===== src/rtl/ex_muldiv_ctrl.sv =====
// Iterative RV32M mul/div sequencer with shift-add multiplier and restoring divider.
// 33-cycle start-to-done (1 cycle for div-by-zero/overflow); holds EX via stall_ex; flush aborts.
module ex_muldiv_ctrl (
  input  logic        clk,
  input  logic        rst,
  input  logic        start,
  input  logic [2:0]  funct3,
  input  logic [31:0] a,
  input  logic [31:0] b,
  input  logic        flush,
  output logic        stall_ex,
  output logic        done,
  output logic [31:0] result
);

  typedef enum logic [1:0] {IDLE, BUSY, DONE} state_t;

  state_t      state;
  logic [2:0]  op;
  logic [4:0]  cnt;
  logic        sa;
  logic        sb;
  logic [31:0] mag_b;
  logic [63:0] prod;
  logic [31:0] rem;

  logic        sgn_a;
  logic        sgn_b;
  logic        in_sa;
  logic        in_sb;
  logic [31:0] in_ma;
  logic [31:0] in_mb;
  logic        is_div;
  logic        div0;
  logic        ovf;
  logic [31:0] bypass_res;

  always_comb begin
    sgn_a = 1'b0;
    sgn_b = 1'b0;
    case (funct3)
      3'b000, 3'b001, 3'b100, 3'b110: begin sgn_a = 1'b1; sgn_b = 1'b1; end
      3'b010:                         sgn_a = 1'b1;
      default:                        ;
    endcase
  end

  assign in_sa  = sgn_a & a[31];
  assign in_sb  = sgn_b & b[31];
  assign in_ma  = in_sa ? (~a + 32'd1) : a;
  assign in_mb  = in_sb ? (~b + 32'd1) : b;
  assign is_div = funct3[2];
  assign div0   = is_div && (b == 32'd0);
  assign ovf    = is_div && !funct3[0] && (a == 32'h8000_0000) && (b == 32'hFFFF_FFFF);

  always_comb begin
    bypass_res = 32'd0;
    if (div0)
      bypass_res = funct3[1] ? a : 32'hFFFF_FFFF;
    else if (ovf)
      bypass_res = funct3[1] ? 32'd0 : 32'h8000_0000;
  end

  // Multiply: prod[31:0] holds the shifting multiplier, prod[63:32] the accumulating high half.
  logic [32:0] mul_sum;
  logic [63:0] mul_next;
  assign mul_sum  = {1'b0, prod[63:32]} + (prod[0] ? {1'b0, mag_b} : 33'd0);
  assign mul_next = {mul_sum, prod[31:1]};

  // Divide: prod[31:0] doubles as the dividend/quotient shift register.
  logic [32:0] rem_sh;
  logic [32:0] rem_diff;
  logic [31:0] rem_next;
  logic [31:0] quo_next;
  assign rem_sh   = {rem, prod[31]};
  assign rem_diff = rem_sh - {1'b0, mag_b};
  assign rem_next = rem_diff[32] ? rem_sh[31:0] : rem_diff[31:0];
  assign quo_next = {prod[30:0], ~rem_diff[32]};

  logic [63:0] prod_s;
  logic [31:0] quo_s;
  logic [31:0] rem_s;
  logic [31:0] fin_res;
  assign prod_s = (sa ^ sb) ? (~mul_next + 64'd1) : mul_next;
  assign quo_s  = (sa ^ sb) ? (~quo_next + 32'd1) : quo_next;
  assign rem_s  = sa ? (~rem_next + 32'd1) : rem_next;

  always_comb begin
    case (op)
      3'b000:                 fin_res = prod_s[31:0];
      3'b001, 3'b010, 3'b011: fin_res = prod_s[63:32];
      3'b100, 3'b101:         fin_res = quo_s;
      default:                fin_res = rem_s;
    endcase
  end

  assign stall_ex = !flush && (((state == IDLE) && start) || (state == BUSY));

  always_ff @(posedge clk) begin
    if (!rst) begin
      state  <= IDLE;
      done   <= 1'b0;
      result <= 32'd0;
      cnt    <= 5'd0;
      op     <= 3'd0;
      sa     <= 1'b0;
      sb     <= 1'b0;
      mag_b  <= 32'd0;
      prod   <= 64'd0;
      rem    <= 32'd0;
    end else begin
      done <= 1'b0;
      if (flush) begin
        state <= IDLE;
      end else begin
        case (state)
          IDLE: if (start) begin
            op    <= funct3;
            sa    <= in_sa;
            sb    <= in_sb;
            mag_b <= in_mb;
            prod  <= {32'd0, in_ma};
            rem   <= 32'd0;
            cnt   <= 5'd0;
            if (div0 || ovf) begin
              result <= bypass_res;
              done   <= 1'b1;
              state  <= DONE;
            end else begin
              state <= BUSY;
            end
          end
          BUSY: begin
            cnt <= cnt + 5'd1;
            if (op[2]) begin
              rem        <= rem_next;
              prod[31:0] <= quo_next;
            end else begin
              prod <= mul_next;
            end
            if (cnt == 5'd31) begin
              result <= fin_res;
              done   <= 1'b1;
              state  <= DONE;
            end
          end
          DONE:    state <= IDLE;
          default: state <= IDLE;
        endcase
      end
    end
  end

endmodule


===== config.mk =====
export PLATFORM = sky130hd
export DESIGN_NAME = ex_muldiv_ctrl
export DESIGN_NICKNAME = d
export VERILOG_FILES = /design/src/rtl/ex_muldiv_ctrl.sv
export SDC_FILE = /design/constraint.sdc
export NUM_CORES = 1
export LEC_CHECK = 0
export BUFFER_PORTS_ARGS = -buffer_cell sky130_fd_sc_hd__buf_4
export CAP_MARGIN = 30
export CORE_AREA = 2 2 267 269
export DETAILED_ROUTE_END_ITERATION = 7
export DIE_AREA = 0 0 269 271
export PLACE_DENSITY = 0.5
export SLEW_MARGIN = 20
export SYNTH_ARGS = -nofsm -noshare
export SYNTH_HDL_FRONTEND = slang
export SYNTH_SLANG_ARGS = --single-unit

===== constraint.sdc =====
create_clock -name clk -period 8.9 [get_ports clk]
set_input_delay 0 -clock clk [delete_from_list [all_inputs] [get_ports clk]]
set_output_delay 0 -clock clk [all_outputs]
set_load 0.05 [all_outputs]

==> Yosys cells after proc, flatten, opt, wreduce, memory -nomap -nowiden <==
Index checks and enable logic that the tools add are counted.
{ "totals": {"register_bits": 173, "input_bits": 71, "out_inout_bits": 34, "elab_cells": 109} }
{ "classes": {"n_addsub": 8, "eq_ne": 18, "muxes": 35, "bitwise": 11, "n_reduce_logical": 26} }
{ "op_table": {"columns": ["cell", "count"], "rows": [
  ["$mux 32", 17],
  ["$add 32x1->32 const B", 4],
  ["$mux 64", 2],
  ["$not 32->32", 4],
  ["$pmux 32 s2", 2],
  ["$pmux 64 s2", 1],
  ["$pmux 32 s3", 1],
  ["$add 64x1->64 const B", 1],
  ["$eq 32x32->1 const B", 2],
  ["$not 64->64", 1],
  ["$add 32x32->33", 1],
  ["$sub 33x32->33", 1],
  ["$logic_not 32->1", 1],
  ["$eq 3x3->1 const B", 4],
  ["$pmux 5 s2", 1],
  ["$eq 3x2->1 const B", 3],
  ["$reduce_and 4->1", 2],
  ["$eq 3x1->1 const B", 2],
  ["$logic_and 1x1->1", 6],
  ["$logic_not 3->1", 2],
  ["$mux 2", 3],
  ["$ne 2x2->1 const B", 3],
  ["$reduce_and 3->1", 2],
  ["$add 5x1->5 const B", 1],
  ["other kinds (20)", 31]
]} }

==> Depth between registers and ports, before layout <==
{ "depth": {"ltp_word": 9, "depth_mapped": 26, "depth_no_buf": 23} }

==> Worst setup path before layout <==
Ideal clock, no wire load.
{ "synth_timing": {"kind": "reg2reg", "start": "register prod[31]", "end": "register result[28]", "setup_ps": 123, "arrival_ps": 5212, "required_time_ps": 8777, "path_slack_ps": 3566, "path_stages_with_launch": 25, "n_path_buf": 4, "period_less_slack_ps": 5334, "cell_sequence": "dfxtp_1 clkbuf_1 inv_1 ha_1 inv_1 fa_1 a211oi_1 o211ai_1 nand4_1 a21oi_4 o21a_1 nor2_1 buf_2 buf_2 buf_1 mux2i_1 ha_1 nand2_1 or3_1 nor3_1 o22ai_1 or3_1 o41ai_1 or4_1 nand3_1"} }
{ "synth_between": {"elab_chain_cells": 8, "word_cells_on_any_way": 15, "classes_between": "add/sub (4); mux (7); bitwise (4)"} }
{ "synth_lines": {"columns": ["item", "line", "text"], "rows": [
  ["start, declared", "24", "logic [63:0] prod;"],
  ["start signal, assigned", "122", "prod <= {32'd0, in_ma};"],
  ["start signal, assigned", "137", "prod[31:0] <= quo_next;"],
  ["start signal, assigned", "139", "prod <= mul_next;"],
  ["$sub 33x32->33", "76", "assign rem_diff = rem_sh - {1'b0, mag_b};"],
  ["$mux 32 / $not 1->1 (equally long branches)", "77, 78", null],
  ["$not 32->32, on equally long branches", "86, 85", null],
  ["$add 32x1->32, on equally long branches", "86, 85", null],
  ["$mux 32, on equally long branches", "86, 85", null],
  ["$pmux 32 s3 *", "89", "case (op)"],
  ["$mux 32 *", "141", "if (cnt == 5'd31) begin"],
  ["$pmux 32 s2 *", "116", "case (state)"],
  ["end signal, assigned", "126", "result <= bypass_res;"],
  ["end signal, assigned", "142", "result <= fin_res;"],
  ["end, declared", "13", "output logic [31:0] result"]
]} }
Every way passes the cells marked *; elsewhere a longest branch is shown, timed or not. The select of a mux whose other input is x is not followed.
A chain may end at the register's enable or synchronous reset.

==> Worst setup path in the final report <==
{ "layout_timing": {"start": "register prod[31]", "end": "register result[26]"} }
Same word-level chain as after synthesis.

==> flow_summary_export.csv <==
group,metric,value,unit
status,outcome,"completed",
synthesis,synth.area.top_cells,"dfxtp_1 20%, nor2_1 6.6%, a21oi_1 6.4%, xnor2_1 5.8%, ha_1 5.2%",
die,die_w,269,um
synthesis,netlist_instances,2447,
die,num_rows,97,
die,coreArea,69790,um^2
hold_path,min_path_cells,5,
synthesis,yosysTopAreaCellShare,19.93,%
detailed_routing,drt-initial-drc-count,1757,
die,die_area,72900,um^2
worst_setup_path,timing.rr.start,"prod[31]$_SDFFE_PN0P_",
synthesis,synth_nets,2592,
grt,grt.total_usage,20.54,%
synthesis,synth_top_area_cell,"dfxtp_1",
synthesis,ys_seq_area_share,19.93,%
worst_setup_path,crit_arrival,6.48,ns
grt,grt_pass1_vias,17820,
power_and_ir_drop,p_switching,879.6,uW
detailed_routing,vias,19260,
clock_network,ctsRootBufferMaster,"clkbuf_16",
detailed_routing,routedWlPerCell,22.04,um
synthesis,synth-main-ff-cell,"dfxtp_1",
power_and_ir_drop,swShare,37.37,%
detailed_routing,antenna_left,0,
detailed_routing,drt_wl_total,76000,um
worst_setup_path,reg2reg_depth,21,
die,start_util,24.91,%
hold_path,min_to,"result[13]$_SDFFE_PN0P_",
grt,grt_max_degree,82,
placement,io_buffer_count,104,
timing,fmax,164.6,MHz
timing,hold_violations,0,
die,ios,105,
synthesis,synth_area,17380,um^2
power_and_ir_drop,pwr-share-clk,35.3,%
clock_network,numCtsBuffers,17,
hold_path,hold_class,"input port to flop",
synthesis,netlist-cell-type-count,99,
synthesis,synth_top_cells_by_count,"305 x nor2_1, 228 x nand2_1, 222 x a21oi_1, 173 x dfxtp_1, 145 x clkbuf_1",
clock_network,htree_levels,4,
hold_path,hold_start,"a[13]",
synthesis,synth_edf_count,0,
clock_network,post_cts.repair.setup_buffers,0,
die,die_h,271,um
power_and_ir_drop,p_comb_share,29.3,%
placement,place_area,18950,um^2
grt,overflow,0,
detailed_routing,dr.pass1.iters,5,
timing,setup_viol,0,
timing,rsz0062_at_grt,"no",
timing,drv_slew,0,
power_and_ir_drop,p_int,1.474,mW
synthesis,ys_warn_count,0,
timing,period_share,68.28,%
finish,num-fill-cells,7695,
detailed_routing,vias_per_cell,5.585,
timing,hold_slack,0.01604,ns
power_and_ir_drop,vdd_drop_max,161.6,uV
finish,stdcell_area,20290,um^2
timing,worst_pin_slew,1.006,ns
timing,fin_worst_skew,0.02059,ns
finish,nets,2641,
finish,syn_to_final_growth,16.73,%
worst_setup_path,worstPathMaxFanout,37,
power_and_ir_drop,total_leakage_power,7.504,nW
clock_network,cts_tree,"yes",
worst_setup_path,reg2reg_to,"result[26]$_SDFFE_PN0P_",
clock_network,clockBufferDepth,2,
worst_setup_path,cp-end-kind,"flop",
timing,setup_tns,0,ns
worst_setup_path,rrSetupSlack,2.82,ns
clock_network,cts_sinks,173,
timing,period_minus_slack,6.077,ns
worst_setup_path,cp_data_required_time,9.30,ns
timing,max-slew-margin-rel,32.67,%
worst_setup_path,worstSetupPathType,"flop to flop",
grt,antenna_found_initial,4,
synthesis,ys_ff_latch,173,
clock_network,clk_latency,0.52,ns
synthesis,async_reset_ff_share,0,%
placement,hpwl,57860,um
worst_setup_path,worstSetupStartpointType,"flop",
power_and_ir_drop,seqPwrFrac,35.4,%
placement,routabilityCongestion,0.9588,
synthesis,synthMostInstantiatedCell,"nor2_1",
grt,grt_pass1_wl,114000,um
synthesis,syn_avg_cell_area,7.103,um^2
power_and_ir_drop,power_density,116.0,nW/um^2
clock_network,cts.reportedPaths.clkPinSlew,0.08,ns
detailed_routing,drc,0,
flow_run,maxCapViolCount,0,
finish,drive_above_1_share,9.211,%
-- area by class of cell --
| type | instances | area, um^2 | area share (%) |
|---|---|---|---|
| antenna | 1 | 2.502 | 0.01233 |
| timing repair buffer | 210 | 1762 | 8.683 |
| inverter | 82 | 310.3 | 1.529 |
| clock inverter | 12 | 150.1 | 0.7401 |
| clock buffer | 19 | 442.9 | 2.183 |
| multi-input combinational | 2012 | 12980 | 63.98 |
| tap | 940 | 1176 | 5.797 |
| sequential | 173 | 3465 | 17.08 |
-- repair_timing --
item | in CTS | in global routing
gates resized for setup | 0 | 0
endpoints found under the hold margin | 77 | 0
endpoints found under the setup margin | 0 | 0
hold buffers | 74 | 0
-- flip-flops by register name (all words and copies together) (netlist names) --
| name | count |
|---|---|
| cnt | 5 |
| done | 1 |
| state | 2 |
| prod | 64 |
| result | 32 |
| sb | 1 |
| rem | 32 |
| mag_b | 32 |
| sa | 1 |
| op | 3 |
-- cell families (layout without fill, tap and decap cells) --
group	count (synthesis)	count (layout)	share of synthesized area, %
simple gates	876	876	24.13
compound gates	799	799	30.84
buf+inv	262	323	5.846
xor+xnor	197	197	9.927
flops	173	173	19.93
fa+ha+maj	74	74	5.414
mux	66	66	3.916
other cells	0	1	0
-- power groups by stage --
| stage | Sequential (mW) | Combinational, mW | Clock, mW |
|---|---|---|---|
| 6_report | 0.834 | 0.690 | 0.830 |
| 5_1_grt | 0.837 | 0.744 | 0.870 |
| 4_1_cts | 0.833 | 0.677 | 0.847 |
| 3_5_place_dp | 0.851 | 0.646 | 0 |
| 3_3_place_gp | 0.850 | 0.651 | 0 |
| 2_1_floorplan | 0.830 | 0.446 | 0 |
-- layer usage --
layer  GRT usage [%]  vias to the layer above  wire length, um
met3           3.841                      124             5451
met4           7.602                        6             2438
met5               0                        -               39
met2           32.46                      768            34350
li1                -                     9123                -
met1           27.56                     9241            33720
-- worst max-delay path: stages, from the launching register on --
cell and delay, ns:
dfxtp_1 0.42, inv_1 0.15, ha_1 0.25, inv_1 0.07, fa_1 0.43, a211oi_1 0.33
o211ai_1 0.16, nand4_1 0.23, a21oi_4 0.11, o21a_1 0.37, nor2_4 0.18, buf_4 0.45
mux2i_1 0.35, ha_1 0.29, nand2_1 0.06, or3_1 0.30, nor3_1 0.21, nor2_1 0.14
nor4_1 0.70, a41oi_1 0.24, xnor2_1 0.22, a211o_1 0.27
-- how the worst max path moves through the flow --
stage                     startpoint                      end  slack (ns)  depth (start not counted)
6_report       prod[31]$_SDFFE_PN0P_  result[26]$_SDFFE_PN0P_        2.82                         21
5_1_grt        prod[31]$_SDFFE_PN0P_  result[26]$_SDFFE_PN0P_        2.29                         21
4_1_cts        prod[31]$_SDFFE_PN0P_  result[26]$_SDFFE_PN0P_        2.98                         21
3_5_place_dp   prod[31]$_SDFFE_PN0P_  result[26]$_SDFFE_PN0P_        3.01                         21
3_3_place_gp   prod[31]$_SDFFE_PN0P_  result[26]$_SDFFE_PN0P_        3.15                         21
2_1_floorplan  prod[31]$_SDFFE_PN0P_  result[28]$_SDFFE_PN0P_        3.57                         24
-- placed cells by master (no fill, tap or decap), drive strengths merged, types with 50 or more instances in the layout --
cell,netlist,final
nor3,57,57
nor2,306,306
o21ai,138,138
a211oi,50,50
ha,72,72
xnor2,116,116
dlygate4sd3,0,74
dfxtp,173,173
mux2i,53,53
inv,80,87
a21oi,224,224
nand2,228,228
xor2,81,81
buf,35,136
o211ai,59,59
-- stage by stage --
stage	total power [mW]	std cells	utilization (%)	worst slack, ns
3_3_place_gp	1.501	3343	27.16	3.151
2_1_floorplan	1.276	2447	-	3.566
3_5_place_dp	1.497	3343	27.16	3.007
6_report	2.354	3449	29.07	2.823
4_1_cts	2.357	3448	29.07	2.982
5_1_grt	2.451	3448	29.07	2.294
(Power assumes the default switching activity.)
